### src/rtl/rw_stream_pkg.sv
// Shared types and defaults for the ReWire output packing path.
package rw_stream_pkg;

    localparam int unsigned BYTE_W        = 8;
    localparam int unsigned DEFAULT_DEPTH = 4;

    typedef logic [BYTE_W-1:0]   byte_t;
    typedef logic [2*BYTE_W-1:0] word_t;

    typedef enum logic {
        EMPTY = 1'b0,
        HELD  = 1'b1
    } pack_state_t;

endpackage

### src/rtl/rw_sync_fifo.sv
// First-word-fall-through synchronous FIFO.
// Occupancy is tracked in level, so full/empty never depend on pointer compare.
module rw_sync_fifo #(
    parameter int unsigned WIDTH = 16,
    parameter int unsigned DEPTH = 4
) (
    input  logic                       clk,
    input  logic                       rst,
    input  logic                       clr,
    input  logic                       push,
    input  logic                       pop,
    input  logic [WIDTH-1:0]           wdata,
    output logic [WIDTH-1:0]           rdata,
    output logic                       full,
    output logic                       empty,
    output logic [$clog2(DEPTH):0]     level
);

    localparam int unsigned AW = $clog2(DEPTH);
    localparam int unsigned LW = AW + 1;

    logic [WIDTH-1:0] mem_q [DEPTH];
    logic [WIDTH-1:0] mem_d [DEPTH];
    logic [AW-1:0]    wr_ptr_q, wr_ptr_d;
    logic [AW-1:0]    rd_ptr_q, rd_ptr_d;
    logic [LW-1:0]    level_q, level_d;
    logic             push_ok, pop_ok;

    assign full  = (level_q == LW'(DEPTH));
    assign empty = (level_q == '0);
    assign level = level_q;
    assign rdata = mem_q[rd_ptr_q];

    // A pop on a full FIFO frees the slot for a same-cycle push.
    assign pop_ok  = pop && !empty;
    assign push_ok = push && (!full || pop_ok);

    always_comb begin
        mem_d    = mem_q;
        wr_ptr_d = wr_ptr_q;
        rd_ptr_d = rd_ptr_q;
        level_d  = level_q;
        if (clr) begin
            wr_ptr_d = '0;
            rd_ptr_d = '0;
            level_d  = '0;
        end else begin
            if (push_ok) begin
                mem_d[wr_ptr_q] = wdata;
                wr_ptr_d        = wr_ptr_q + AW'(1);
            end
            if (pop_ok) begin
                rd_ptr_d = rd_ptr_q + AW'(1);
            end
            unique case ({push_ok, pop_ok})
                2'b10:   level_d = level_q + LW'(1);
                2'b01:   level_d = level_q - LW'(1);
                default: level_d = level_q;
            endcase
        end
    end

    always_ff @(posedge clk) begin
        if (!rst) begin
            mem_q    <= '{default: '0};
            wr_ptr_q <= '0;
            rd_ptr_q <= '0;
            level_q  <= '0;
        end else begin
            mem_q    <= mem_d;
            wr_ptr_q <= wr_ptr_d;
            rd_ptr_q <= rd_ptr_d;
            level_q  <= level_d;
        end
    end

endmodule

### src/rtl/rw_out_packer.sv
// Pairs the ReWire byte stream into 16-bit words (first byte low) and queues
// them behind a valid/ready interface with a sticky overflow flag.
module rw_out_packer
    import rw_stream_pkg::*;
#(
    parameter int unsigned DATA_W = BYTE_W,
    parameter int unsigned DEPTH  = DEFAULT_DEPTH
) (
    input  logic                      clk,
    input  logic                      rst,
    input  logic                      flush,
    input  logic                      in_valid,
    input  logic [DATA_W-1:0]         in_data,
    output logic                      out_valid,
    output logic [2*DATA_W-1:0]       out_data,
    input  logic                      out_ready,
    output logic                      overflow,
    output logic [$clog2(DEPTH):0]    level
);

    pack_state_t         state_q, state_d;
    logic [DATA_W-1:0]   held_q, held_d;
    logic                overflow_q, overflow_d;
    logic                word_done;
    logic                fifo_push, fifo_pop;
    logic                fifo_full, fifo_empty;
    logic [2*DATA_W-1:0] word;

    assign word      = {in_data, held_q};
    assign out_valid = !fifo_empty;
    assign overflow  = overflow_q;
    assign fifo_pop  = out_ready && !fifo_empty && !flush;
    assign fifo_push = word_done && (!fifo_full || fifo_pop);

    always_comb begin
        state_d    = state_q;
        held_d     = held_q;
        overflow_d = overflow_q;
        word_done  = 1'b0;
        if (flush) begin
            state_d = EMPTY;
            held_d  = '0;
        end else if (in_valid) begin
            unique case (state_q)
                EMPTY: begin
                    held_d  = in_data;
                    state_d = HELD;
                end
                HELD: begin
                    word_done = 1'b1;
                    state_d   = EMPTY;
                    if (fifo_full && !fifo_pop) begin
                        overflow_d = 1'b1;
                    end
                end
                default: state_d = EMPTY;
            endcase
        end
    end

    always_ff @(posedge clk) begin
        if (!rst) begin
            state_q    <= EMPTY;
            held_q     <= '0;
            overflow_q <= 1'b0;
        end else begin
            state_q    <= state_d;
            held_q     <= held_d;
            overflow_q <= overflow_d;
        end
    end

    rw_sync_fifo #(
        .WIDTH (2*DATA_W),
        .DEPTH (DEPTH)
    ) u_fifo (
        .clk   (clk),
        .rst   (rst),
        .clr   (flush),
        .push  (fifo_push),
        .pop   (fifo_pop),
        .wdata (word),
        .rdata (out_data),
        .full  (fifo_full),
        .empty (fifo_empty),
        .level (level)
    );

endmodule

### config.mk
export PLATFORM = sky130hd
export DESIGN_NAME = rw_out_packer
export DESIGN_NICKNAME = d
export VERILOG_FILES = /design/src/rtl/rw_stream_pkg.sv /design/src/rtl/rw_sync_fifo.sv /design/src/rtl/rw_out_packer.sv
export SDC_FILE = /design/constraint.sdc
export NUM_CORES = 1
export LEC_CHECK = 0
export CAP_MARGIN = 15
export CORE_ASPECT_RATIO = 0.9
export CORE_UTILIZATION = 40
export CTS_BUF_LIST = sky130_fd_sc_hd__clkbuf_16
export CTS_CLUSTER_DIAMETER = 40
export CTS_CLUSTER_SIZE = 25
export DETAILED_ROUTE_END_ITERATION = 8
export MAX_ROUTING_LAYER = met4
export SYNTH_ARGS = -nofsm -noshare
export SYNTH_HDL_FRONTEND = slang
export SYNTH_SLANG_ARGS = --single-unit
### constraint.sdc
create_clock -name clk -period 5.45 [get_ports clk]
set_clock_uncertainty 0.2 [all_clocks]
set_input_delay 0.8175 -clock clk [delete_from_list [all_inputs] [get_ports clk]]
set_output_delay 0.8175 -clock clk [all_outputs]
set_load 0.02 [all_outputs]
# Word level (Yosys, flattened, before mapping)
# Cells that the tools add are included.
[word_totals]
reg_bits = 81
output_inout_bits = 21
[classes]
order_cmp = 3
n_reduce_logical = 19
n_mux = 11
eq_ne = 3
bitwise = 5
n_addsub = 4
[ops]
columns = ["cell", "n"]
rows = [
  ["64-bit bitwise mux", 1],
  ["16-bit 2-to-1 mux", 3],
  ["16-bit binary-select mux with 2-bit select", 1],
  ["16-bit demux with 2-bit select", 1],
  ["1-bit logical AND", 7],
  ["3-bit greater-or-equal comparator (second input constant)", 2],
  ["2-bit inverter with 3-bit output", 2],
  ["3-bit one-hot mux with 2 select lines", 1],
  ["2-bit by 1-bit adder with 2-bit output (second input constant)", 2],
  ["1-bit zero test", 4],
  ["2-bit AND reduction", 2],
  ["4-bit AND reduction", 1],
  ["3-bit by 1-bit adder with 3-bit output (second input constant)", 1],
  ["3-bit equality test (second input constant)", 1],
  ["3-bit zero test", 1],
  ["3-bit by 1-bit less-than comparator with 1-bit output (second input constant)", 1],
  ["1-bit 2-to-1 mux", 3],
  ["1-bit inverter", 3],
  ["3-bit by 1-bit subtractor with 3-bit output (second input constant)", 1],
  ["2-bit by 1-bit equality test with 1-bit output (second input constant)", 1],
  ["2-bit equality test (second input constant)", 1],
  ["1-bit logical OR", 2],
  ["1-bit one-hot mux with 2 select lines", 1],
  ["2-bit nonzero test", 1],
  ["2-bit OR reduction", 1],
]

# Logic depth before layout (Yosys ltp)
[depth]
depth_word = 9
mapped_depth = 8
depth_no_buf = 7

# By module
# Synthesis repeated with hierarchy kept, for this count alone.
[hier_totals]
cells_unflattened = 347
area_unflattened_um2 = 3642.2
[modules_own_cells]
columns = ["module", "seq_area_each_um2", "instances", "cells_per_inst", "area_each_um2"]
rows = [
  ["rw_sync_fifo", 1421.4, 1, 298, 3249.4],
  ["rw_out_packer", 200.2, 1, 49, 392.9],
]

# Worst setup path before layout
# OpenSTA, ideal clock, no wires.
[synth_path]
kind = "input to register"
from = "in out_ready"
to = "reg u_fifo.level_q[2], in the netlist u_fifo.level[2]"
path_buffers = 1
slack_ps = 2738
arrival_time_ps = 2442
path_stages = 8
required_time_ps = 5180
cell_sequence = "or4b_1 buf_6 nand2_1 ha_1 fa_1 xnor2_1 or3_1 a21oi_1"
[synth_between]
elab_chain_len = 7
word_cells_on_any_way = 11
[synth_rtl]
columns = ["element", "line", "rtl"]
rows = [
  ["start: declaration", "rw_out_packer.sv:16", "input logic out_ready,"],
  ["1-bit logical AND (*) (2 in series)", "rw_out_packer.sv:32", "assign fifo_pop = out_ready && !fifo_empty && !flush;"],
  ["1-bit logical OR or 1-bit logical AND (tied branches)", "rw_out_packer.sv:33, rw_sync_fifo.sv:35", ""],
  ["1-bit logical AND or 1-bit logical OR (tied branches)", "rw_out_packer.sv:33, rw_sync_fifo.sv:36", ""],
  ["1-bit logical AND", "rw_sync_fifo.sv:36", "assign push_ok = push && (!full || pop_ok);"],
  ["2-bit by 1-bit equality test with 1-bit output or 2-bit equality test (tied branches)", "rw_sync_fifo.sv:55", "unique case ({push_ok, pop_ok})"],
  ["3-bit one-hot mux with 2 select lines or 2-bit nonzero test (tied branches)", "n/a", ""],
  ["end signal: assignment", "rw_sync_fifo.sv:73", "level_q <= level_d;"],
  ["end: declaration", "rw_sync_fifo.sv:26", "logic [LW-1:0] level_q, level_d;"],
]
# Every way passes the cells marked *; elsewhere a longest branch is shown, timed or not.
# A chain may end at the register's enable or synchronous reset.

# Worst setup path in the final report
[layout_path]
from = "reg u_fifo.rd_ptr_q[0]"
to = "out out_data[15]"
[layout_between]
elab_chain_len = 4
[layout_rtl]
columns = ["element", "line", "rtl"]
rows = [
  ["start: declaration", "rw_sync_fifo.sv:25", "logic [AW-1:0] rd_ptr_q, rd_ptr_d;"],
  ["start signal: assignment", "rw_sync_fifo.sv:72", "rd_ptr_q <= rd_ptr_d;"],
  ["2-bit inverter with 3-bit output (not written as such)", "rw_sync_fifo.sv:32", "assign rdata = mem_q[rd_ptr_q];"],
  ["16-bit binary-select mux with 2-bit select", "rw_sync_fifo.sv:32", ""],
  ["16-bit 2-to-1 mux (not written as such) (2 in series)", "rw_sync_fifo.sv:32", ""],
  ["end: declaration", "rw_out_packer.sv:15", "output logic [2*DATA_W-1:0] out_data,"],
]
# Every way passes these cells. The select of a mux whose other input is x is not followed.

==> results.cfg <==
[synthesis]
syn-cell-area_um2 = 3570
yosysUniqueCellTypes = 26
syn-instance-count = 336
ys_seq_elements = 81
syn_nets = 355
ys_seq_area_share_pct = 45.4
syn_avg_cell_area_um2 = 10.6
ys.warnings.count = 0

[timing]
max-slew-margin-rel_pct = 29.3
finalSetupTns_ps = 0
rsz0062_at_grt = false
min_period_ps = 3560
worst_slew_pin_slew_ps = 1060
finalSetupViolations = 0
finalMaxSlewViolations = 0
hold_viol = 0
layout_setup_ws_ps = 1890
fmax_mhz = 281
period_share_pct = 65.3

[setup_path]
critPathMaxFanout = 19
cp_data_required_time_ps = 4430
critPathCaptureType = output pin
startpoint_type = flop
cp.arrival_ps = 2540
critical_path_class = flop to output pin
worstRegToRegCells = 7

[pwr]
p_leak_nw = 1.86
powerDensity_nw_per_um2 = 300
finalPower_w = 0.00126
ir_worst_vdd_v = 0.000158

[die]
dieArea_um2 = 9320
fp.coreArea_um2 = 8610
dieWidth_um = 102
die_y_um = 91.7
initial_utilization_pct = 41.5
num_io_pins = 34
rows = 32

[detailed_routing]
vias = 2372
via_per_inst = 4.93
wl_per_cell_um = 15.4
drt-total-wl_um = 7410
drtAntennaViolNets = 0
dr.pass1.iters = 4
drtIter0Drc = 77
remaining_drc_errors = 0

[cells_and_area]
syn2layout_area_growth_pct = 17.3
diodes = 0
postLayoutCellArea_um2 = 4190
instances_no_fill = 481
fin_nets = 379
drive_gt1_share_pct = 9.67

[clock_tree]
cts_tree = done
cts_num_sinks = 81
htree_num_levels = 3
cts.clk_slew.worst_paths_ps = 60
post_cts_buffers = 0
cts_made_buffers = 9
cts_root_buf = clkbuf_16
ctsResizeCount = 0
postCtsHoldBufs = 0
clock_latency_ps = 330
clockBufferDepth = 2

[grt]
antenna_found_initial = 0
grt_usage_pct = 18.5
grt_pass1_wl_um = 12500
overflow = 0
grt_pass1_vias = 2457
grt_max_degree = 50

[outcome]
run_status = finished clean

[placement]
dp_hpwl_um = 4710
portBuffers = 33
placed_area_um2 = 3890
gp_congestion = 0.706
place_ws_ps = 1920
placedCellCount = 468

[worst_hold_path]
hold_depth = 2
hold_class = flop to flop

[flow_run]
drv_cap = 0
==> routing by layer <==
layer,part of all wire [%],track usage [%],vias to the layer above,wire (um)
met2,46,28.3,49,3380
met1,49,24.0,1134,3660
met5,0,-,-,0
met4,0.80,6.16,0,59
li1,-,-,1185,-
met3,4.1,4.27,4,306
==> through the flow <==
step | utilization (%) | hold WS [ps]
after floorplan | - | 235
after global placement | 45.2 | 243
after detailed placement | 45.2 | 249
after CTS | 48.7 | 258
after global routing | 48.7 | 270
final | 48.7 | 257
==> worst max-delay path, stage by stage (launching register included) <==
cell             delay (ps)
dfxtp_1                1020
mux4_2                  640
clkdlybuf4s50_1         560
==> synth_stat cells (all sizes together) <==
master | count | area share [%]
a41oi | 1 | 0.25
fa | 1 | 0.56
nor3 | 1 | 0.14
nor2 | 4 | 0.42
nand2 | 101 | 11
inv | 3 | 0.31
nor2b | 3 | 0.53
mux4 | 16 | 10
or3 | 3 | 0.53
clkbuf | 14 | 1.8
o21ai | 3 | 0.42
xnor2 | 1 | 0.25
nand3 | 4 | 2.0
nand2b | 4 | 0.70
buf | 8 | 3.0
ha | 5 | 1.8
and3b | 1 | 0.25
nand3b | 1 | 0.21
dfxtp | 81 | 45
a21oi | 12 | 1.7
or4b | 1 | 0.28
mux2i | 67 | 19
xor2 | 1 | 0.25
==> flip-flops by register name (all words and copies together), names as in the netlist <==
| name | cells |
|---|---|
| u_fifo.level | 3 |
| u_fifo.mem_q | 64 |
| overflow | 1 |
| u_fifo.rd_ptr_q | 2 |
| held_q | 8 |
| u_fifo.wr_ptr_q | 2 |
| state_q | 1 |
==> power breakdown <==
part           switching [W]  internal [W]
Combinational      0.0000294     0.0000170
Clock               0.000222      0.000392
Sequential        0.00000201      0.000595
==> final timing paths <==
| check | start | to | slack [ps] |
|---|---|---|---|
| max | u_fifo.rd_ptr_q[0]$_SDFFE_PP0P_ | out_data[15] | 1890 |
| min | held_q[5]$_SDFFE_PP0P_ | held_q[5]$_SDFFE_PP0P_ | 260 |
| max reg2reg | u_fifo.level[0]$_SDFFE_PP0P_ | u_fifo.level[2]$_SDFFE_PP0P_ | 2880 |
| min reg2reg | held_q[5]$_SDFFE_PP0P_ | held_q[5]$_SDFFE_PP0P_ | 260 |
==> cell type report <==
type / count / area (um2)
sequential: 81 / 1620
fill: 809 / 4420
multi-input combinational: 230 / 1770
clock inverter: 4 / 71.3
timing repair buffer: 35 / 340
inverter: 3 / 11.3
tap: 119 / 149
clock buffer: 9 / 225
==> layout by cell type, fill, tap and decap left out, types with 2 or more instances in the layout <==
master	count
a21oi_1	12
buf_4	2
bufinv_16	2
clkbuf_16	9
clkdlybuf4s50_1	32
dfxtp_1	81
ha_1	5
inv_1	3
mux2i_1	67
mux4_2	16
nand2_1	101
nand2b_1	4
nand3_4	4
nor2_1	4
nor2b_1	3
o21ai_0	3
or3_1	3
==> cell families after synthesis <==
group / Yosys count / synth area share [%]
AOI/OAI and AO/OA: 16 / 2.35
adders and majority gates: 6 / 2.31
muxes: 83 / 28.8
xor gates and xnor gates: 2 / 0.490
buffers and inverters: 25 / 5.04
and+or+nand+nor: 123 / 15.6
DFF: 81 / 45.4
Power figures use the tool's default switching activity.
